===== src/rtl/weight_mem_ctrl_pkg.sv =====
// ---------------------------------------------------------------------------
// weight_mem_ctrl_pkg
//   Shared definitions for the weight-memory controller:
//   - CFG_W   : width of the cfg_layer / cfg_neuron fields
//   - state_t : controller FSM state encoding (IDLE / RUN)
//   - cnt_width() : counter width for a given weight count (minimum 1 bit)
// ---------------------------------------------------------------------------
package weight_mem_ctrl_pkg;

  localparam int CFG_W = 8;

  typedef enum logic [0:0] {
    ST_IDLE = 1'b0,
    ST_RUN  = 1'b1
  } state_t;

  function automatic int cnt_width(input int n);
    return (n > 1) ? $clog2(n) : 1;
  endfunction

endpackage


===== src/rtl/wcnt_wrap.sv =====
// ---------------------------------------------------------------------------
// wcnt_wrap
//   Per-neuron weight write counter. Advances on each write to its neuron and
//   wraps from numWeight-1 back to 0.
//   Ports:
//     clk  - clock, rising edge
//     rst  - synchronous active-high reset (counter -> 0)
//     inc  - advance the counter this cycle
//     cnt  - current write address for this neuron
// ---------------------------------------------------------------------------
module wcnt_wrap #(
  parameter int numWeight = 3,
  parameter int CW        = 2
) (
  input  logic          clk,
  input  logic          rst,
  input  logic          inc,
  output logic [CW-1:0] cnt
);

  localparam logic [CW-1:0] LAST = CW'(numWeight - 1);

  logic [CW-1:0] r_cnt;

  always_ff @(posedge clk) begin
    if (rst) begin
      r_cnt <= '0;
    end else if (inc) begin
      if (r_cnt == LAST) r_cnt <= '0;
      else               r_cnt <= r_cnt + 1'b1;
    end
  end

  assign cnt = r_cnt;

endmodule


===== src/rtl/weight_mem_ctrl.sv =====
// ---------------------------------------------------------------------------
// weight_mem_ctrl
//   Loads per-neuron weight memories from a config stream and sequences the
//   weight reads for one inference pass.
//   Ports:
//     clk, rst          - clock, synchronous active-high reset
//     cfg_valid/ready   - config beat handshake (ready only in IDLE)
//     cfg_layer/neuron  - beat target; only beats for layerNo are written
//     cfg_data          - weight value
//     start             - begin a read pass (IDLE only)
//     in_valid          - one input activation this cycle (RUN only)
//     mem_wen/waddr/win - one-hot write port to the weight memories
//     mem_ren/raddr     - broadcast read port
//     wt_valid          - memory read data valid (mem_ren delayed by one)
//     busy              - in RUN
//     done              - one-cycle pulse with the final wt_valid of a pass
//     cfg_err           - sticky out-of-range neuron index flag
// ---------------------------------------------------------------------------
module weight_mem_ctrl
  import weight_mem_ctrl_pkg::*;
#(
  parameter int numNeuron    = 4,
  parameter int numWeight    = 3,
  parameter int layerNo      = 1,
  parameter int addressWidth = 10,
  parameter int dataWidth    = 16
) (
  input  logic                    clk,
  input  logic                    rst,
  input  logic                    cfg_valid,
  input  logic [CFG_W-1:0]        cfg_layer,
  input  logic [CFG_W-1:0]        cfg_neuron,
  input  logic [dataWidth-1:0]    cfg_data,
  output logic                    cfg_ready,
  input  logic                    start,
  input  logic                    in_valid,
  output logic [numNeuron-1:0]    mem_wen,
  output logic [addressWidth-1:0] mem_waddr,
  output logic [dataWidth-1:0]    mem_win,
  output logic                    mem_ren,
  output logic [addressWidth-1:0] mem_raddr,
  output logic                    wt_valid,
  output logic                    busy,
  output logic                    done,
  output logic                    cfg_err
);

  localparam int            CW   = cnt_width(numWeight);
  localparam logic [CW-1:0] LAST = CW'(numWeight - 1);

  state_t        r_state;
  logic [CW-1:0] r_rcnt;
  logic          r_wt_valid;
  logic          r_done;
  logic          r_err;

  logic                 w_accept;
  logic                 w_hit_layer;
  logic                 w_in_range;
  logic                 w_wr;
  logic [numNeuron-1:0] w_wen;
  logic [CW-1:0]        w_sel_wcnt;
  logic [CW-1:0]        w_wcnt [numNeuron];
  logic                 w_ren;

  assign cfg_ready   = (r_state == ST_IDLE);
  assign w_accept    = cfg_valid && cfg_ready && !rst;
  assign w_hit_layer = (cfg_layer == CFG_W'(layerNo));
  assign w_in_range  = ({24'd0, cfg_neuron} < 32'(numNeuron));
  assign w_wr        = w_accept && w_hit_layer && w_in_range;

  // Decode the target neuron and pick its write counter; compares against
  // every valid index so an out-of-range cfg_neuron never indexes the array.
  always_comb begin
    w_wen      = '0;
    w_sel_wcnt = '0;
    for (int unsigned n = 0; n < numNeuron; n++) begin
      if (cfg_neuron == CFG_W'(n)) begin
        w_wen[n]   = w_wr;
        w_sel_wcnt = w_wcnt[n];
      end
    end
  end

  for (genvar g = 0; g < numNeuron; g++) begin : g_wcnt
    wcnt_wrap #(
      .numWeight (numWeight),
      .CW        (CW)
    ) u_wcnt (
      .clk (clk),
      .rst (rst),
      .inc (w_wen[g]),
      .cnt (w_wcnt[g])
    );
  end

  assign mem_wen   = w_wen;
  assign mem_waddr = w_wr ? addressWidth'(w_sel_wcnt) : '0;
  assign mem_win   = w_wr ? cfg_data : '0;

  assign w_ren     = (r_state == ST_RUN) && in_valid && !rst;
  assign mem_ren   = w_ren;
  assign mem_raddr = addressWidth'(r_rcnt);

  always_ff @(posedge clk) begin
    if (rst) begin
      r_state    <= ST_IDLE;
      r_rcnt     <= '0;
      r_wt_valid <= 1'b0;
      r_done     <= 1'b0;
      r_err      <= 1'b0;
    end else begin
      r_wt_valid <= w_ren;
      r_done     <= w_ren && (r_rcnt == LAST);
      if (w_accept && w_hit_layer && !w_in_range) r_err <= 1'b1;
      case (r_state)
        ST_IDLE: begin
          if (start) begin
            r_state <= ST_RUN;
            r_rcnt  <= '0;
          end
        end
        ST_RUN: begin
          if (w_ren) begin
            if (r_rcnt == LAST) begin
              r_rcnt  <= '0;
              r_state <= ST_IDLE;
            end else begin
              r_rcnt <= r_rcnt + 1'b1;
            end
          end
        end
        default: r_state <= ST_IDLE;
      endcase
    end
  end

  assign wt_valid = r_wt_valid;
  assign done     = r_done;
  assign busy     = (r_state == ST_RUN);
  assign cfg_err  = r_err;

endmodule


===== config.mk =====
export PLATFORM = sky130hd
export DESIGN_NAME = weight_mem_ctrl
export DESIGN_NICKNAME = d
export VERILOG_FILES = /design/src/rtl/weight_mem_ctrl_pkg.sv /design/src/rtl/wcnt_wrap.sv /design/src/rtl/weight_mem_ctrl.sv
export SDC_FILE = /design/constraint.sdc
export NUM_CORES = 1
export LEC_CHECK = 0
export ABC_AREA = 1
export CAP_MARGIN = 20
export CORE_ASPECT_RATIO = 0.5
export CORE_MARGIN = 3
export CORE_UTILIZATION = 38
export DETAILED_ROUTE_END_ITERATION = 10
export GPL_TIMING_DRIVEN = 0
export PLACE_DENSITY = 0.87
export SLEW_MARGIN = 0
export SYNTH_ARGS = -nofsm -noshare
export SYNTH_HDL_FRONTEND = slang
export SYNTH_SLANG_ARGS = --single-unit

===== constraint.sdc =====
create_clock -name clk -period 2.5 [get_ports clk]
set_input_delay 0.5 -clock clk [delete_from_list [all_inputs] [get_ports clk]]
set_output_delay 0.5 -clock clk [all_outputs]
set_load 0.01 [all_outputs]

After elaboration in Yosys (flattened, before gate mapping)

Index checks and enable logic that the tools add are counted.

Flip-flop bits (word level): 14
Output and inout bits: 46
Logic and storage cells: 61

Add/subtract/negate cells: 5
Order comparisons: 1
Equality and inequality tests: 11
Muxes and demuxes: 22
Bitwise gates (word level): 1
Reductions and logical operators: 12

Operators with widths:

| operator                                                               | number |
|---|---|
| 2-bit 2-to-1 mux                                                       | 12 |
| 8-bit by 1-bit equality test with 1-bit output (second input constant) | 2 |
| 8-bit by 2-bit equality test with 1-bit output (second input constant) | 2 |
| 16-bit 2-to-1 mux                                                      | 1 |
| 2-bit by 1-bit adder with 2-bit output (second input constant)         | 5 |
| 2-bit equality test (second input constant)                            | 5 |
| 1-bit logical AND                                                      | 8 |
| 8-bit logical NOT                                                      | 1 |
| 8-bit by 3-bit < comparator with 1-bit output (second input constant)  | 1 |
| 1-bit 2-to-1 mux                                                       | 7 |
| 2-bit by 1-bit != test with 1-bit output (second input constant)       | 2 |
| 2-bit one-hot mux with 2 select lines                                  | 1 |
| 1-bit logical NOT                                                      | 2 |
| 1-bit one-hot mux with 2 select lines                                  | 1 |
| 2-bit AND reduction                                                    | 1 |
| 1-bit NOT                                                              | 1 |

Longest topological paths before layout

Word-level depth: 6
Gate-level depth with buffers: 9
Mapped depth without buffers: 8

Modules after synthesis

A second synthesis with hierarchy kept.

Cells, all modules: 174
Area, all modules: 1097.3 sq um

Modules (own cells, without submodules):

| module          | times used | cells each | area an instance (sq um) |
|---|---|---|---|
| weight_mem_ctrl | 1          | 126        | 757.0 |
| wcnt_wrap       | 4          | 12         | 85.1 |

Least setup slack after synthesis

No wires, ideal clock.

Path type: in2out
Start point: input rst
End point: output mem_waddr[1]
Arrival: 1.370 ns
Required time: 2.000 ns
Setup slack: 0.630 ns
Cell stages on the path: 8
Path buffers: 1
Cells stage by stage: buf_6 -> nor2_2 -> nand3_2 -> nor2_4 -> nand3_4 -> clkinv_1 -> nand3b_1 -> nor2_1

Cells in the longest elaborated chain, start to end: 5

RTL lines:

| what                           | RTL line              | text |
|---|---|---|
| start: declaration             | weight_mem_ctrl.sv:29 | `input logic rst,` |
| 1-bit logical NOT              | weight_mem_ctrl.sv:67 | `assign w_accept = cfg_valid && cfg_ready && !rst;` |
| 1-bit logical AND              | weight_mem_ctrl.sv:67 |  |
| 1-bit logical AND (2 in a row) | weight_mem_ctrl.sv:70 | `assign w_wr = w_accept && w_hit_layer && w_in_range;` |
| 2-bit 2-to-1 mux               | weight_mem_ctrl.sv:98 | `assign mem_waddr = w_wr ? addressWidth'(w_sel_wcnt) : '0;` |
| end: declaration               | weight_mem_ctrl.sv:38 | `output logic [addressWidth-1:0] mem_waddr,` |

No other way between the ends.

Worst setup path in the final report

Start point: input cfg_layer[6]
End point: output mem_wen[1]

Cells in the longest elaborated chain, start to end: 4

RTL lines:

| what                                           | RTL line              | text |
|---|---|---|
| start: declaration                             | weight_mem_ctrl.sv:31 | `input logic [CFG_W-1:0] cfg_layer,` |
| 8-bit by 1-bit equality test with 1-bit output | weight_mem_ctrl.sv:68 | `assign w_hit_layer = (cfg_layer == CFG_W'(layerNo));` |
| 1-bit logical AND (2 in a row)                 | weight_mem_ctrl.sv:70 |  |
| 1-bit 2-to-1 mux                               | weight_mem_ctrl.sv:78 | `if (cfg_neuron == CFG_W'(n)) begin` |
| end: declaration                               | weight_mem_ctrl.sv:37 | `output logic [numNeuron-1:0] mem_wen,` |

No other way between the ends.

==> qor.yml <==
outcome: "finished clean"
drt-pass1-iter-count: 4
clkLatencyLatePin_ns: 0.25
p_leak_uw: 0.00116
insertedDiodeCount: 0
finalNetCount: 331
dp_hpwl_um: 2740
place_area_mm2: 0.00194
cts_sinks: 14
worst-path-buf-inv: 5
p_switching_uw: 157
finalWeightedCongestion: 0.805
drt_iter0_drc: 86
final_cells: 330
cts_root_buf: "clkbuf_8"
antenna_left: 0
rows: 13
cp.arrival_ns: 1.98
dieArea_mm2: 0.00387
peakVddDrop_uv: 275
power_density_mw_per_mm2: 290
p_sw_share_pct: 25.3
finalSetupViolCount: 0
synth_warnings: 0
maxSlewViolCount: 0
grt.total_usage_pct: 17.6
cts_tree: "done"
grt_pass1_vias: 1247
crit_type: "primary input to primary output"
finalHoldViolCount: 0
antenna_found_initial: 0
synth_cell_types: 27
wl_per_cell_um: 12.2
period_share_pct: 99.1
rsz0062_at_grt: "yes"
syn_area_per_cell_um2: 6.18
fmax_ghz: 0.404
io_pins: 83
routed_wl_um: 4040
crit_path_max_incr_delay_ns: 0.43
critPathTopFamily: "buffers and inverters"
vias: 1445
die_h_um: 45.5
clkPwrFrac_pct: 36.0
max_cap_violations: 0
fin_util_pct: 77.1
synth_top_cell_by_area: "dfxtp_1"
grt.overflow.total: 0
layout_common_cells: "37 x clkdlybuf4s50_1, 36 x inv_1, 30 x buf_4, 29 x nor2_1, 27 x nand2_1"
cp_slowest_cell: "clkdlybuf4s50_1"
initial_utilization_pct: 42.7
final_common_cell: "clkdlybuf4s50_1"
clockBufferDepth: 2
synth-seq-cells: 14
drive_above_1_share_pct: 32.4
area_growth_pct: 80.6
clk_pin_slew_ns: 0.06
fin_area_mm2: 0.00214
synth-seq-area-share_pct: 23.6
start_kind: "primary input"
coreArea_mm2: 0.00278
dieWidth_um: 85.1
grt_max_degree: 11
finClkSkew_ns: 0.00625
vias_per_cell: 4.38
syn_inst: 192
drc: 0
dp_cells: 309
synth_top_area_share_pct: 23.6
portBuffers: 65
crit_top_cell: "buf_4"
endpoint_kind: "primary output"
synthTopCellsByArea: "dfxtp_1 24%, buf_4 13%, inv_1 12%"
htree_levels: 1
path_cells: "clkdlybuf4s50_1 -> nor2_1 -> nand2_1 -> nor2_4 -> buf_4 -> buf_4 -> nand2_4 -> nor2_4 -> buf_4 -> clkbuf_2"
numCtsBuffers: 3
seq_power_share_pct: 37.6
combPwrFrac_pct: 26.4
min_path_type: "primary input to register"
crit_fanout: 7
period_minus_slack_ns: 2.48
grt_pass1_wl_um: 5480
syn_area_mm2: 0.00119
crit_required_ns: 2.00
power.internal_uw: 464
## power groups by stage
stage / combinational, uW / sequential [uW] / clock, uW
finish: 164 / 233 / 224
global route: 178 / 235 / 233
floorplan: 67.1 / 240 / 0
CTS: 155 / 233 / 228
detailed placement: 148 / 238 / 0
global placement: 145 / 238 / 0
## logic make-up (layout without fill, tap and decap cells)
group / count (synthesis) / in the layout / share of synthesized area [%]
compound gates: 16 / 16 / 7.69
buf+inv: 62 / 147 / 27.2
flops: 14 / 14 / 23.6
other cells: 1 / 16 / 0.316
simple gates: 99 / 100 / 41.2
## final cells by class
class	instances	area, um^2
flip-flops and latches	14	280
inverters	40	150
multi-input cells	132	702
clock buffers	4	55.1
plain buffers	22	176
repair buffers	81	734
fillers	192	637
well taps	37	46.3
## repair_timing
item / in CTS / in global routing
pin swaps: 5 / 14
resized for setup: 32 / 54
hold endpoints to repair: 0 / 0
hold buffers: 0 / 0
setup endpoints to repair: 22 / 19
setup buffers: 7 / 9
gates cloned: 1 / 0
## synth_stat cells, drive strengths merged
cell and count:
a211oi 1, a21oi 8, a31oi 1, buf 22
clkinv 1, conb 1, dfxtp 14, inv 39
nand2 32, nand3 13, nand3b 1, nor2 50
nor3 2, nor3b 1, o21a 1, o21ai 4
o22ai 1
## metrics by stage
step	setup WS [ns]	power, uW	hold WS, ns	setup TNS, ns
floorplan	0.630	307	0.441	0
global placement	-0.409	383	0.450	-7.23
detailed placement	-0.435	386	0.463	-7.87
CTS	-0.247	617	0.444	-0.454
global route	-0.0641	645	0.455	-0.224
finish	0.0222	621	0.445	0
## registers in the layout, indices dropped and copies added, names as in the netlist
register and cells:
done 1, g_wcnt.u_wcnt.cnt 8, r_rcnt 2, cfg_err 1
busy 1, wt_valid 1
## worst paths after layout
path                                               from                      end  slack, ns  cells past startpoint
worst min-delay path                                rst  g_wcnt[3].u_wcnt.cnt[0]       0.45                      2
worst max register to register                     busy  g_wcnt[0].u_wcnt.cnt[1]       1.04                      8
worst min register to register  g_wcnt[2].u_wcnt.cnt[1]  g_wcnt[2].u_wcnt.cnt[1]       0.47                      2
worst max-delay path                       cfg_layer[6]               mem_wen[1]       0.02                     10
## per-layer routing
layer | vias up | global-route usage (%) | routed length [um]
met1 | 622 | 21.2 | 1620
li1 | 741 | - | -
met3 | 10 | 4.15 | 361
met5 | - | 0 | 0
met4 | 0 | 2.84 | 61
met2 | 72 | 33.2 | 2000
## worst register-to-register path, delay by kind of cell, from the launching register on
| family | cells | cell delay, ns |
|---|---|---|
| AO/OA/AOI/OAI | 1 | 0.21 |
| buffers and inverters | 2 | 0.25 |
| flip-flops | 1 | 0.36 |
| AND/OR/NAND/NOR | 5 | 0.53 |
Note: power is estimated with default switching activity, not from simulation.
